**src/rtl/fetch_pkg.sv**
```systemverilog
// Shared types for the instruction fetch controller: FSM states, the
// {pc, instruction} entry carried toward decode, and the default halt encoding.
// No ports; imported by fetch_fifo and fetch_controller.
package fetch_pkg;

  localparam int FETCH_PC_WIDTH          = 32;
  localparam int FETCH_INSTRUCTION_WIDTH = 32;

  // Instruction encoding that stops fetching (all ones).
  localparam logic [FETCH_INSTRUCTION_WIDTH-1:0] HALT_WORD_DEFAULT = '1;

  typedef enum logic [1:0] {
    IDLE   = 2'd0,
    RUN    = 2'd1,
    HALTED = 2'd2
  } fetch_state_t;

  typedef struct packed {
    logic [FETCH_PC_WIDTH-1:0]          pc;
    logic [FETCH_INSTRUCTION_WIDTH-1:0] instruction;
  } fetch_entry_t;

endpackage

```
**src/rtl/fetch_fifo.sv**
```systemverilog
// Purpose: synchronous FIFO of fetch entries between the PC sequencer and decode.
// Latency: a push is visible at rdata the cycle after it is written into an empty FIFO.
// Backpressure: push is dropped when full unless a pop happens the same cycle; clear wins over push/pop.
// Ports: clk, rst (sync, active high), push/wdata, pop/rdata, clear, count, full, empty.
module fetch_fifo
  import fetch_pkg::*;
#(
  parameter int DEPTH = 2
) (
  input  logic                     clk,
  input  logic                     rst,
  input  logic                     push,
  input  fetch_entry_t             wdata,
  input  logic                     pop,
  output fetch_entry_t             rdata,
  input  logic                     clear,
  output logic [$clog2(DEPTH):0]   count,
  output logic                     full,
  output logic                     empty
);

  localparam int AW = $clog2(DEPTH);

  fetch_entry_t          mem [DEPTH];
  logic [AW-1:0]         rd_ptr;
  logic [AW-1:0]         wr_ptr;
  logic                  do_push;
  logic                  do_pop;

  assign empty   = (count == '0);
  assign full    = (count == ($clog2(DEPTH)+1)'(DEPTH));
  assign do_pop  = pop && !empty;
  // A full FIFO can still accept a write when the head leaves in the same cycle.
  assign do_push = push && (!full || do_pop);
  assign rdata   = mem[rd_ptr];

  always_ff @(posedge clk) begin
    if (do_push && !clear) begin
      mem[wr_ptr] <= wdata;
    end
  end

  always_ff @(posedge clk) begin
    if (rst || clear) begin
      rd_ptr <= '0;
      wr_ptr <= '0;
      count  <= '0;
    end else begin
      // DEPTH is a power of two, so the pointers wrap naturally.
      if (do_push) wr_ptr <= wr_ptr + 1'b1;
      if (do_pop)  rd_ptr <= rd_ptr + 1'b1;
      case ({do_push, do_pop})
        2'b10:   count <= count + 1'b1;
        2'b01:   count <= count - 1'b1;
        default: count <= count;
      endcase
    end
  end

endmodule

```
**src/rtl/fetch_controller.sv**
```systemverilog
// Purpose: owns the PC, fetches one word per cycle from the combinational instruction
//   memory and queues {pc, instruction} toward decode; handles redirects, halt word, end of memory.
// Latency: fetched word appears on out_* one cycle after its fetch (two edges after start/redirect).
// Backpressure: out_valid/out_ready; fetch stalls while the buffer is full and not draining.
// Ports: clk, rst, start | imem_pc -> imem_instruction | redirect_valid/target |
//   out_valid/out_ready/out_pc/out_instruction | running, halted, error, fetch_count.
module fetch_controller
  import fetch_pkg::*;
#(
  parameter int PC_WIDTH          = FETCH_PC_WIDTH,
  parameter int INSTRUCTION_WIDTH = FETCH_INSTRUCTION_WIDTH,
  parameter int MEMORY_SIZE       = 1024,
  parameter int RESET_PC          = 0,
  parameter int FIFO_DEPTH        = 2,
  parameter logic [INSTRUCTION_WIDTH-1:0] HALT_WORD = HALT_WORD_DEFAULT
) (
  input  logic                          clk,
  input  logic                          rst,
  input  logic                          start,
  output logic [PC_WIDTH-1:0]           imem_pc,
  input  logic [INSTRUCTION_WIDTH-1:0]  imem_instruction,
  input  logic                          redirect_valid,
  input  logic [PC_WIDTH-1:0]           redirect_target,
  output logic                          out_valid,
  input  logic                          out_ready,
  output logic [PC_WIDTH-1:0]           out_pc,
  output logic [INSTRUCTION_WIDTH-1:0]  out_instruction,
  output logic                          running,
  output logic                          halted,
  output logic                          error,
  output logic [31:0]                   fetch_count
);

  localparam logic [PC_WIDTH-1:0] LAST_PC  = PC_WIDTH'(MEMORY_SIZE - 1);
  localparam logic [PC_WIDTH-1:0] START_PC = PC_WIDTH'(RESET_PC);

  fetch_state_t                 state_q, state_d;
  logic [PC_WIDTH-1:0]          pc_q, pc_d;
  logic                         error_q, error_d;
  logic [31:0]                  fetch_count_q, fetch_count_d;

  logic                         fifo_push;
  logic                         fifo_pop;
  logic                         fifo_clear;
  logic                         fifo_full;
  logic                         fifo_empty;
  fetch_entry_t                 fifo_wdata;
  fetch_entry_t                 fifo_rdata;
  // Occupancy is exposed by the FIFO; the controller only needs full/empty.
  logic [$clog2(FIFO_DEPTH):0]  fifo_count_unused;
  logic                         redirect_legal;

  // Extra bit so a target that is exactly MEMORY_SIZE compares correctly at any PC width.
  assign redirect_legal = ({1'b0, redirect_target} < (PC_WIDTH+1)'(MEMORY_SIZE));
  assign fifo_pop       = out_valid && out_ready;
  assign fifo_wdata     = '{pc: pc_q, instruction: imem_instruction};

  fetch_fifo #(
    .DEPTH (FIFO_DEPTH)
  ) u_fifo (
    .clk   (clk),
    .rst   (rst),
    .push  (fifo_push),
    .wdata (fifo_wdata),
    .pop   (fifo_pop),
    .rdata (fifo_rdata),
    .clear (fifo_clear),
    .count (fifo_count_unused),
    .full  (fifo_full),
    .empty (fifo_empty)
  );

  always_ff @(posedge clk) begin
    if (rst) begin
      state_q       <= IDLE;
      pc_q          <= START_PC;
      error_q       <= 1'b0;
      fetch_count_q <= '0;
    end else begin
      state_q       <= state_d;
      pc_q          <= pc_d;
      error_q       <= error_d;
      fetch_count_q <= fetch_count_d;
    end
  end

  always_comb begin
    state_d       = state_q;
    pc_d          = pc_q;
    error_d       = error_q;
    fetch_count_d = fetch_count_q;
    fifo_push     = 1'b0;
    fifo_clear    = 1'b0;

    case (state_q)
      IDLE: begin
        if (start) begin
          state_d       = RUN;
          pc_d          = START_PC;
          fifo_clear    = 1'b1;
          error_d       = 1'b0;
          fetch_count_d = '0;
        end
      end

      RUN: begin
        if (redirect_valid) begin
          // The head is discarded even if decode takes it this cycle.
          fifo_clear = 1'b1;
          if (redirect_legal) begin
            pc_d = redirect_target;
          end else begin
            error_d = 1'b1;
            state_d = HALTED;
          end
        end else if (!fifo_full || fifo_pop) begin
          fifo_push     = 1'b1;
          fetch_count_d = fetch_count_q + 32'd1;
          // The PC parks on the last word instead of wrapping to 0.
          if (pc_q != LAST_PC) pc_d = pc_q + 1'b1;
          if (imem_instruction == HALT_WORD || pc_q == LAST_PC) state_d = HALTED;
        end
      end

      HALTED: begin
        if (start) begin
          state_d       = RUN;
          pc_d          = START_PC;
          fifo_clear    = 1'b1;
          error_d       = 1'b0;
          fetch_count_d = '0;
        end else if (redirect_valid) begin
          fifo_clear = 1'b1;
          if (redirect_legal) begin
            pc_d    = redirect_target;
            state_d = RUN;
          end else begin
            error_d = 1'b1;
          end
        end
      end

      default: state_d = IDLE;
    endcase
  end

  assign imem_pc         = pc_q;
  assign out_valid       = !fifo_empty;
  // Zero the data when nothing is queued so the idle bus is quiet and deterministic.
  assign out_pc          = out_valid ? fifo_rdata.pc          : '0;
  assign out_instruction = out_valid ? fifo_rdata.instruction : '0;
  assign running         = (state_q == RUN);
  assign halted          = (state_q == HALTED);
  assign error           = error_q;
  assign fetch_count     = fetch_count_q;

endmodule

```
**config.mk**
```make
export PLATFORM = sky130hd
export DESIGN_NAME = fetch_controller
export DESIGN_NICKNAME = d
export VERILOG_FILES = /design/src/rtl/fetch_pkg.sv /design/src/rtl/fetch_fifo.sv /design/src/rtl/fetch_controller.sv
export SDC_FILE = /design/constraint.sdc
export NUM_CORES = 1
export LEC_CHECK = 0
export CAP_MARGIN = 25
export CORE_ASPECT_RATIO = 1.4
export CORE_UTILIZATION = 45
export CTS_CLUSTER_SIZE = 12
export DETAILED_ROUTE_END_ITERATION = 7
export PLACE_DENSITY = 0.78
export SYNTH_ARGS = -nofsm -noshare
export SYNTH_HDL_FRONTEND = slang
export SYNTH_SLANG_ARGS = --single-unit
```
**constraint.sdc**
```tcl
create_clock -name clk -period 8.6 [get_ports clk]
set_input_delay 2.58 -clock clk [delete_from_list [all_inputs] [get_ports clk]]
set_output_delay 2.58 -clock clk [all_outputs]
set_load 0.03 [all_outputs]
```
==> flow_summary.toml <==
[run_status]
status = "finished, final reports clean"

[grt]
first_global_vias = 7141
grt_pass1_wl_mm = 36.87
grt_use_total_pct = 22.16
grt_max_degree = 65
antenna_found_initial = 0
grt_overflow = 0

[logic_synthesis]
synth_xor_area_share_pct = 2.339
ys_async_sr_fraction_pct = 0
synth_seq_cells = 200
synthDistinctLibCells = 65
postSynthAreaPerCell_um2 = 10.83
synthesis.area_mm2 = 0.009360
synth-adder-area-share_pct = 1.069
synth-edff-count = 128
yosys.area_share.simple_pct = 19.38
ys_seq_area_share_pct = 56.46
synth_compound_area_share_pct = 10.56
yosys_warnings = 0
synthFlopType = "edfxtp_1"
synth_top_family_by_area = "simple AND/OR/NAND/NOR gates"
synthMuxAreaShare_pct = 7.165
netlist_instances = 864
synthesis.nets = 941

[worst_setup_path]
cp.required_ns = 6.02
critPathMaxFanout = 57
start_kind = "register"
cp-end-kind = "output port"
crit_arrival_ns = 2.74
crit_type = "reg2out"

[clock_network]
htreeDepth = 4
postCtsHoldBufs = 0
clk_latency_ns = 0.44
post_cts_buffers = 0
clockBufferDepth = 2
cts_sinks = 200
numCtsBuffers = 17
ctsRootBufferMaster = "clkbuf_16"
cts_tree = "done"
clk_pin_slew_worst_paths_ns = 0.07
cts_resized = 0

[cells_and_area]
post_route_cells_drive_above_1_share_pct = 5.243
nFillCells = 1687
nNetsFinal = 1113
syn_to_final_growth_pct = 29.76
postLayoutCellArea_mm2 = 0.01215
fin_util_pct = 59.30
antenna_cells = 0

[sta]
period_share_pct = 61.89
fmax_ghz = 0.1879
fin_hold_ws_ns = 0.5026
drv_slew = 0
hold_viol_final = 0
worst_pin_slew_ns = 1.110
rsz0062_at_grt = "no"
max-slew-margin-rel_pct = 25.97
setup_tns_ns = 0
setup_viol = 0
min_period_ns = 5.323
finClkSkew_ns = 0.01082

[power_and_ir_drop]
p_comb_share_pct = 23.7
seqPwrFrac_pct = 44.6
internal-power_w = 0.001676
p_leak_nw = 3.802
p_per_area_mw_per_mm2 = 203.4
clock_power_share_pct = 31.6
irDropWorstVdd_mv = 0.1316
switching_share_pct = 32.14
switching_power_w = 0.0007940

[detailed_routing]
wl_per_cell_um = 18.03
drt_iter0_markers = 550
drtAntennaViolNets = 0
dr.pass1.iters = 5
post-route-drc-count = 0
vias_per_cell = 5.825
num_vias = 7601
finalWirelength_mm = 23.53

[floorplan]
rows = 62
die_area_mm2 = 0.02139
die_h_um = 172.6
io_pins = 201
core_area_mm2 = 0.02048
initial_core_util_pct = 45.71
die_w_um = 123.9

[placement]
gp_congestion = 0.9443
hpwl_mm = 16.32
post_dp_cell_area_mm2 = 0.01155
numPortBuffers = 200

[run]
drv_cap = 0

[min_path]
hold_class = "reg2reg"
-- power by group through the flow --
stage / sequential [W] / combinational (W) / clock (W)
2_1_floorplan: 0.00113 / 0.000361 / 0
3_3_place_gp: 0.00112 / 0.000577 / 0
3_5_place_dp: 0.00113 / 0.000583 / 0
4_1_cts: 0.00110 / 0.000586 / 0.000801
5_1_grt: 0.00111 / 0.000628 / 0.000835
6_report: 0.00110 / 0.000586 / 0.000782
-- layer usage --
layer / wire length, um / track usage (%) / up-vias / part of all wire [%]
li1: - / - / 3618 / -
met1: 9167 / 25.96 / 3589 / 39
met2: 11790 / 37.57 / 336 / 50
met3: 1755 / 5.079 / 58 / 7.5
met4: 814 / 10.71 / 0 / 3.5
met5: 0 / 0 / - / 0
-- cell type report --
cell class              count  area, um^2  area share (%)
inverters                  17       63.81          0.5254
flip-flops and latches    200        5289           43.55
well taps                 256       320.3           2.637
repair buffers            209        2064           17.00
clock buffers              17       425.4           3.503
clock inverters            15       162.7           1.339
multi-input cells         591        3820           31.45
-- flip-flops by register name (all words and copies together) (netlist names), named ones only --
register and cells:
state_q 2, imem_pc 32, u_fifo.wr_ptr 1, u_fifo.rd_ptr 1, error 1, fetch_count 32, u_fifo.mem 128, u_fifo.count 2
-- cell usage in the layout, fill, tap and decap left out, types with 5 or more instances in the layout --
cell | netlist | routed
a22o_1 | 5 | 5
nand4_1 | 38 | 38
o31ai_1 | 10 | 10
ha_1 | 8 | 8
nand2_1 | 55 | 55
and4_1 | 14 | 14
and2_1 | 10 | 10
or3_1 | 15 | 15
a21oi_1 | 27 | 27
a221oi_1 | 5 | 5
or4_1 | 7 | 7
xor2_1 | 20 | 20
clkbuf_16 | 0 | 17
o211ai_1 | 14 | 14
dfxtp_1 | 72 | 71
mux2i_1 | 67 | 67
clkdlybuf4s50_1 | 0 | 200
inv_6 | 0 | 5
a31oi_1 | 9 | 9
o21ai_0 | 29 | 28
nor3_1 | 17 | 16
buf_4 | 0 | 7
edfxtp_1 | 128 | 128
nor2_1 | 113 | 112
and3_1 | 15 | 15
xnor2_1 | 5 | 5
nand3_1 | 24 | 24
inv_1 | 17 | 17
nor4_1 | 19 | 19
a211oi_1 | 7 | 7
-- cells by family (layout without fill, tap and decap cells) --
logic type | after synthesis | after routing
flops | 200 | 200
xor+xnor | 25 | 25
compound gates | 141 | 141
fa+ha+maj | 8 | 8
buf+inv | 73 | 258
simple gates | 350 | 350
mux | 67 | 67
-- final timing paths --
| kind | startpoint | endpoint | slack (ns) | depth (start not counted) |
|---|---|---|---|---|
| min reg2reg | fetch_count[31] | fetch_count[31] | 0.50 | 2 |
| max reg2reg | state_q[1] | fetch_count[31] | 5.39 | 7 |
| min | fetch_count[31] | fetch_count[31] | 0.50 | 2 |
| max | register | out_pc[9] | 3.28 | 4 |
-- synth_stat cells, types with 5 or more instances --
cell,number,share of area [%]
edfxtp_1,128,41
clkbuf_1,34,1.4
inv_1,17,0.68
and2_1,10,0.67
or3_1,15,1.0
a211oi_1,7,0.56
buf_2,7,0.37
nor4_1,19,1.3
nand4_1,38,2.5
buf_1,15,0.60
nor3_1,17,0.91
o31ai_1,10,0.80
dfxtp_1,72,15
mux2i_1,67,7.2
nand3_1,24,1.3
and3_1,15,1.0
or4_1,7,0.56
o21ai_0,29,1.6
a21oi_1,27,1.4
o211ai_1,14,1.1
a31oi_1,9,0.60
ha_1,8,1.1
and4_1,14,1.3
nand2_1,55,2.2
xor2_1,20,1.9
nor2_1,113,4.5
xnor2_1,5,0.47
a221oi_1,5,0.47
a22o_1,5,0.47
-- metrics by stage --
step	setup WS [ns]	total power, W	cells
final	3.278	0.002470	1305
after floorplan	0.1293	0.001491	864
after global placement	3.235	0.001700	1270
after CTS	3.249	0.002490	1304
after global routing	3.148	0.002570	1305
after detailed placement	3.107	0.001708	1272
-- critical path, cell delays in order, from the launching register on --
cell	delay [ns]
dfxtp_4	0.43
buf_4	0.74
mux2i_1	0.18
nor2_1	0.17
clkdlybuf4s50_1	0.69
(Power assumes the default switching activity.)
